### config.mk
export PLATFORM = sky130hd
export DESIGN_NAME = ib_stream_packer_flat
export DESIGN_NICKNAME = d
export VERILOG_FILES = /design/src/rtl/ib_stream_packer_if.sv /design/src/rtl/ib_stream_packer.sv /design/src/flat_wrapper.sv
export SDC_FILE = /design/constraint.sdc
export NUM_CORES = 1
export LEC_CHECK = 0
export BUFFER_PORTS_ARGS = -buffer_cell sky130_fd_sc_hd__buf_2
export CORE_AREA = 2 2 220 222
export CTS_CLUSTER_DIAMETER = 80
export DETAILED_ROUTE_END_ITERATION = 10
export DIE_AREA = 0 0 222 224
export GPL_ROUTABILITY_DRIVEN = 0
export PLACE_DENSITY = 0.49
export REMOVE_ABC_BUFFERS = 1
export SYNTH_ARGS = -nofsm -noshare
export SYNTH_HDL_FRONTEND = slang
export SYNTH_SLANG_ARGS = --single-unit
### constraint.sdc
create_clock -name clk -period 7.8 [get_ports clk]
set_input_delay 0.78 -clock clk [delete_from_list [all_inputs] [get_ports clk]]
set_output_delay 0.78 -clock clk [all_outputs]
set_load 0.05 [all_outputs]
### src/rtl/ib_stream_packer_if.sv
// H2C AXI-stream beat channel feeding the inbound packer.
interface ib_stream_packer_if #(
    parameter int AXIS_W = 64
);
    logic [AXIS_W-1:0]   s_tdata;
    logic [AXIS_W/8-1:0] s_tkeep;
    logic                s_tvalid;
    logic                s_tready;
    logic                s_tlast;

    modport master (output s_tdata, s_tkeep, s_tvalid, s_tlast, input s_tready);
    modport slave  (input s_tdata, s_tkeep, s_tvalid, s_tlast, output s_tready);
endinterface

### src/rtl/ib_stream_packer.sv
// Inbound H2C packer: AXIS beats -> RAM words, one packet per round-robin FREE slot, FREE/FILL/FULL handoff.
// Define IB_LEN_HDR_EN to reserve word 0 of each slot for a {truncated, byte count} header.
module ib_stream_packer #(
    parameter int                NUM_CH     = 8,
    parameter int                AXIS_W     = 64,
    parameter int                RAM_W      = 128,
    parameter int                SLOT_WORDS = 64,
    parameter int                ADDR_W     = 32,
    parameter logic [ADDR_W-1:0] BASE_ADDR  = '0
) (
    input  logic              clk,
    input  logic              rst_n,
    ib_stream_packer_if.slave axis,
    output logic [RAM_W-1:0]  wr_data,
    output logic              wr_en,
    output logic [ADDR_W-1:0] wr_addr,
    output logic [NUM_CH-1:0] data_valid,
    input  logic [NUM_CH-1:0] ram_valid,
    output logic              err_ovf
);
    localparam int R  = RAM_W / AXIS_W;
    localparam int KW = AXIS_W / 8;
    localparam int LW = (R > 1) ? $clog2(R) : 1;
    localparam int CW = (NUM_CH > 1) ? $clog2(NUM_CH) : 1;
    localparam int IW = $clog2(SLOT_WORDS) + 1;
`ifdef IB_LEN_HDR_EN
    localparam logic [IW-1:0] FIRST_IDX = IW'(1);
`else
    localparam logic [IW-1:0] FIRST_IDX = '0;
`endif

    typedef enum logic [1:0] {IDLE, RECV, DROP, HDR} state_t;
    state_t state_q, state_d;

    logic [NUM_CH-1:0] slot_busy, slot_full;   // busy covers FILL and FULL
    logic [CW-1:0]     rr_q, cur_ch, sel, c_idx;
    logic [IW-1:0]     word_idx;
    logic [LW-1:0]     lane;
    logic [RAM_W-1:0]  pack_q, word_nxt;
    logic [AXIS_W-1:0] beat_m;
    logic [ADDR_W-1:0] slot_base;
    logic              found, take, accept, issue, ovf, pkt_end;

    assign axis.s_tready = (state_q == RECV) || (state_q == DROP);
    assign accept        = axis.s_tvalid & axis.s_tready;
    assign issue         = accept && (state_q == RECV) && ((lane == LW'(R-1)) || axis.s_tlast);
    assign ovf           = issue && (word_idx == IW'(SLOT_WORDS));
    assign slot_base     = BASE_ADDR + (ADDR_W'(cur_ch) << $clog2(SLOT_WORDS));

    // First FREE slot at or after the round-robin pointer, with wrap
    always_comb begin
        found = 1'b0;
        sel   = '0;
        c_idx = '0;
        for (int k = 0; k < NUM_CH; k++) begin
            c_idx = CW'((int'(rr_q) + k) % NUM_CH);
            if (!found && !slot_busy[c_idx]) begin
                found = 1'b1;
                sel   = c_idx;
            end
        end
    end

    always_comb begin
        beat_m = '0;
        for (int b = 0; b < KW; b++)
            if (axis.s_tkeep[b]) beat_m[b*8 +: 8] = axis.s_tdata[b*8 +: 8];
    end

    // Lanes above the current one are still zero in pack_q, so a short final word is zero-filled
    always_comb begin
        word_nxt = pack_q;
        word_nxt[lane*AXIS_W +: AXIS_W] = beat_m;
    end

    always_ff @(posedge clk or negedge rst_n) begin
        if (!rst_n) state_q <= IDLE;
        else        state_q <= state_d;
    end

    always_comb begin
        state_d = state_q;
        take    = 1'b0;
        pkt_end = 1'b0;
        case (state_q)
            IDLE: if (found) begin
                take    = 1'b1;
                state_d = RECV;
            end
            RECV, DROP: begin
                if (accept && axis.s_tlast) begin
`ifdef IB_LEN_HDR_EN
                    state_d = HDR;
`else
                    state_d = IDLE;
                    pkt_end = 1'b1;
`endif
                end else if (ovf) begin
                    state_d = DROP;
                end
            end
            HDR: begin
                state_d = IDLE;
                pkt_end = 1'b1;
            end
            default: state_d = IDLE;
        endcase
    end

    for (genvar i = 0; i < NUM_CH; i++) begin : g_slot
        always_ff @(posedge clk or negedge rst_n) begin
            if (!rst_n) begin
                slot_busy[i] <= 1'b0;
                slot_full[i] <= 1'b0;
            end else if (take && sel == CW'(i)) begin
                slot_busy[i] <= 1'b1;
            end else if (pkt_end && cur_ch == CW'(i)) begin
                slot_full[i] <= 1'b1;
            end else if (slot_full[i] && ram_valid[i]) begin
                slot_busy[i] <= 1'b0;
                slot_full[i] <= 1'b0;
            end
        end
    end

`ifdef IB_LEN_HDR_EN
    logic [15:0] byte_cnt, pend_cnt, beat_cnt;
    logic [16:0] cnt_sum;
    logic        trunc;

    // Bytes only count once their word is actually written
    assign beat_cnt = 16'($countones(axis.s_tkeep));
    assign cnt_sum  = {1'b0, byte_cnt} + {1'b0, pend_cnt} + {1'b0, beat_cnt};

    always_ff @(posedge clk or negedge rst_n) begin
        if (!rst_n) begin
            byte_cnt <= '0;
            pend_cnt <= '0;
            trunc    <= 1'b0;
        end else if (take) begin
            byte_cnt <= '0;
            pend_cnt <= '0;
            trunc    <= 1'b0;
        end else if (issue) begin
            pend_cnt <= '0;
            if (ovf) trunc    <= 1'b1;
            else     byte_cnt <= cnt_sum[16] ? 16'hFFFF : cnt_sum[15:0];
        end else if (accept && state_q == RECV) begin
            pend_cnt <= pend_cnt + beat_cnt;
        end
    end
`endif

    always_ff @(posedge clk or negedge rst_n) begin
        if (!rst_n) begin
            rr_q       <= '0;
            cur_ch     <= '0;
            word_idx   <= '0;
            lane       <= '0;
            pack_q     <= '0;
            wr_en      <= 1'b0;
            wr_data    <= '0;
            wr_addr    <= '0;
            err_ovf    <= 1'b0;
            data_valid <= '0;
        end else begin
            wr_en      <= 1'b0;
            err_ovf    <= 1'b0;
            data_valid <= slot_full;
            if (take) begin
                cur_ch   <= sel;
                rr_q     <= (sel == CW'(NUM_CH-1)) ? '0 : sel + 1'b1;
                word_idx <= FIRST_IDX;
                lane     <= '0;
                pack_q   <= '0;
            end
            if (issue) begin
                pack_q <= '0;
                lane   <= '0;
                if (ovf) begin
                    err_ovf <= 1'b1;
                end else begin
                    wr_en    <= 1'b1;
                    wr_data  <= word_nxt;
                    wr_addr  <= slot_base + ADDR_W'(word_idx);
                    word_idx <= word_idx + 1'b1;
                end
            end else if (accept && state_q == RECV) begin
                pack_q <= word_nxt;
                lane   <= lane + 1'b1;
            end
`ifdef IB_LEN_HDR_EN
            if (state_q == HDR) begin
                wr_en   <= 1'b1;
                wr_addr <= slot_base;
                wr_data <= RAM_W'({trunc, byte_cnt});
            end
`endif
        end
    end
endmodule

### src/flat_wrapper.sv
// flat-port wrapper written by rule: the top's interface ports become plain ports
module ib_stream_packer_flat 
#(
    parameter int                NUM_CH     = 8,
    parameter int                AXIS_W     = 64,
    parameter int                RAM_W      = 128,
    parameter int                SLOT_WORDS = 64,
    parameter int                ADDR_W     = 32,
    parameter logic [ADDR_W-1:0] BASE_ADDR  = '0
)
  (clk, rst_n, wr_data, wr_en, wr_addr, data_valid, ram_valid, err_ovf, axis_s_tdata, axis_s_tkeep, axis_s_tvalid, axis_s_tlast, axis_s_tready);
  ib_stream_packer_if #(.AXIS_W(AXIS_W)) axis_i ();
  input  logic clk;
  input  logic rst_n;
  output logic [RAM_W-1:0] wr_data;
  output logic wr_en;
  output logic [ADDR_W-1:0] wr_addr;
  output logic [NUM_CH-1:0] data_valid;
  input  logic [NUM_CH-1:0] ram_valid;
  output logic err_ovf;
  input wire logic [$bits(axis_i.s_tdata)-1:0] axis_s_tdata;
  input wire logic [$bits(axis_i.s_tkeep)-1:0] axis_s_tkeep;
  input wire logic [$bits(axis_i.s_tvalid)-1:0] axis_s_tvalid;
  input wire logic [$bits(axis_i.s_tlast)-1:0] axis_s_tlast;
  output wire logic [$bits(axis_i.s_tready)-1:0] axis_s_tready;
  assign axis_i.s_tdata = axis_s_tdata;
  assign axis_i.s_tkeep = axis_s_tkeep;
  assign axis_i.s_tvalid = axis_s_tvalid;
  assign axis_i.s_tlast = axis_s_tlast;
  assign axis_s_tready = axis_i.s_tready;
  ib_stream_packer #(.NUM_CH(NUM_CH), .AXIS_W(AXIS_W), .RAM_W(RAM_W), .SLOT_WORDS(SLOT_WORDS), .ADDR_W(ADDR_W), .BASE_ADDR(BASE_ADDR)) u_core (.clk(clk), .rst_n(rst_n), .axis(axis_i), .wr_data(wr_data), .wr_en(wr_en), .wr_addr(wr_addr), .data_valid(data_valid), .ram_valid(ram_valid), .err_ovf(err_ovf));
endmodule
==> results.yml <==
logic_synthesis:
  synth_ff_type: "dfrtp_1"
  synth_top_area_share_pct: 54.6
  postSynthCellCount: 1557
  synth-xor-area-share_pct: 0.186
  synth-compound-area-share_pct: 18.5
  synth_top_family_by_area: "compound AO/OA/AOI/OAI gates"
  synth_simple_gate_area_share_pct: 17.0
  synth-seq-cells: 308
  synth_edf_count: 0
  async_reset_ff_share_pct: 100
  ys.warnings.count: 0
  synthMuxAreaShare_pct: 3.32
  synth_largest_area_cell: "dfrtp_1"
  syn_area_um2: 14100
  synth_cell_type_count: 55
  ys_seq_area_share_pct: 54.6
  synth_adder_area_share_pct: 1.42
  synth.avg_cell_area_um2: 9.06
  synth.area.top_cells: "dfrtp_1 (55%), nand2_1 (10%), o21ai_0 (10%)"
clocking:
  cts_buffers: 39
  h-tree-depth: 2
  clkTransAtPathRegs_ns: 0.05
  insertion_delay_ns: 0.55
  cts_root_buf: "clkbuf_16"
  cts_buffer_depth: 3
  cts_resized: 0
  clock-sinks: 308
  cts_tree: "built"
  post_cts.repair.setup_buffers: 0
  holdBufCountCts: 0
power_and_ir_drop:
  p_per_area_nw_per_um2: 418
  p_leak_uw: 0.00805
  vdd_drop_max_v: 0.000380
final_layout:
  drive_gt1_share_pct: 18.9
  final_common_cell: "nand2_1"
  fin_cells: 2370
  nets: 1824
  fin_area_um2: 16900
  nFillCells: 4922
  layout_common_cells: "nand2_1 (379), dfrtp_1 (307), o21ai_0 (281)"
  area_delta_synth_final_pct: 19.4
  regArea_um2: 7710
  multi_input_area_um2: 5820
critical_path:
  critPathCaptureType: "flop"
  crit_type: "reg -> reg"
  r2r_slack_ns: 3.08
  start_kind: "flop"
  required_ns: 8.26
  cp_max_fo: 106
  crit_arrival_ns: 5.18
route:
  routed_wl_um: 37800
  wl_per_cell_um: 15.9
  ant_nets: 0
  via_per_inst: 4.79
  drt-initial-drc-count: 703
  drc: 0
  drtPass1Iterations: 5
  vias: 11300
die:
  die_area_um2: 49700
  core.rowCount: 80
  core_um2: 47300
  start_util_pct: 29.8
  die-width_um: 222
  die_h_um: 224
  ioPinCount: 255
placed_design:
  placedCellCount: 2298
  placed_area_um2: 15600
  dp_hpwl_um: 24000
  port-buffer-count: 232
  place_ws_ns: 3.13
sta:
  worst_slew_pin_slew_ns: 1.09
  fin_crit_sh_pct: 60.5
  maxSlewViolCount: 0
  setup_tns_ns: 0
  rsz0062_at_grt: "no"
  hold_viol: 0
  setup_ws_ns: 3.08
  maxSlewHeadroom_pct: 27.6
  finalSetupViolCount: 0
  min_period_ns: 4.72
  fmax_mhz: 212
  fin_worst_skew_ns: 0.0123
global_routing:
  gr-total-overflow: 0
  grt_pass1_vias: 11000
  grt_pass1_wl_um: 60700
  antenna_found_initial: 5
  track_usage_pct: 15.1
  grt_max_degree: 159
run_status:
  status: "finished clean"
run:
  drv_cap: 0
worst_hold_path:
  hold_class: "in -> async"
## logic make-up (layout without fill, tap and decap cells)
kind of cell | count (synthesis) | in the layout
DFF | 308 | 308
and+or+nand+nor | 569 | 569
other | 1 | 26
adders and majority gates | 16 | 16
muxes | 32 | 32
xor gates and xnor gates | 3 | 3
AOI/OAI and AO/OA | 473 | 473
buffers and inverters | 155 | 328
## power by group
part           total (µW)  internal [µW]  switching, µW  leakage [µW]
combinational        3100            802           2300       0.00327
sequential           2240           1920            320       0.00419
clock                1720           1020            703      0.000596
total                7050           3730           3320       0.00805
## per-stage QoR
step	total power [µW]	util, %	hold slack (ns)
final	7050	35.6	0.219
after global routing	7520	35.6	0.261
after CTS	7150	35.6	0.231
after detailed placement	5380	33.0	0.366
after global placement	5360	33.0	0.365
after floorplan	4400	-	0.354
## synth_stat cells, types with 4 or more instances
cell type and count:
a211o_1 4, a21oi_1 74, a31oi_1 72, a32o_1 4, and3_1 6, buf_1 5
buf_2 15, buf_4 23, clkbuf_1 92, dfrtp_1 308, ha_1 16, inv_1 14
mux2_2 11, mux2i_1 9, mux4_2 9, nand2_1 381, nand2b_1 4, nand3_1 13
nor2_1 83, nor2b_1 68, o21ai_0 281, o31ai_1 6
## layer usage
metal	global-route usage (%)	vias to the layer above	wire length (µm)
li1	-	5610	-
met1	20.6	5426	17600
met2	23.1	265	17000
met3	4.25	41	2440
met4	4.62	2	653
met5	0	-	12
## path summary, 6_finish.rpt
path,startpoint,end,depth (start not counted)
min reg2reg,u_core.slot_full[4],u_core.data_valid[4],0
max in group asynchronous,rst_n,u_core.lane,2
max,u_core.rr_q[0],u_core.pack_q[30],12
min in group clk,u_core.slot_full[4],u_core.data_valid[4],0
min,rst_n,u_core.pack_q[37],1
max reg2reg,u_core.rr_q[0],u_core.pack_q[30],12
## critical path, stage by stage, from the launching register on
cell and delay, ns:
dfrtp_1 1.00, inv_2 0.12, ha_1 0.57, nand2b_1 0.19
o21ai_0 0.13, or4_1 0.59, a21oi_1 0.32, a31oi_2 0.13
buf_4 0.23, nor2_4 0.52, buf_12 0.49, nand2_1 0.13
o21ai_0 0.09
## cell type report
cell class / count / share of cell area (%)
multi-input cells: 1115 / 34.5
inverters: 19 / 0.423
clock buffers: 55 / 6.50
clock inverters: 13 / 0.683
diodes: 4 / 0.0594
repair buffers: 241 / 7.50
flip-flops and latches: 308 / 45.8
well taps: 615 / 4.57
## registers in the layout, indices dropped and copies added, names as in the netlist
register,flops
u_core.pack_q,128
u_core.slot_full,8
u_core.lane,1
u_core.slot_busy,8
u_core.wr_en,1
u_core.wr_data,128
u_core.rr_q,3
u_core.err_ovf,1
u_core.state_q,2
u_core.cur_ch,3
u_core.word_idx,7
u_core.data_valid,8
u_core.wr_addr,10
Note: power is estimated with default switching activity, not from simulation.
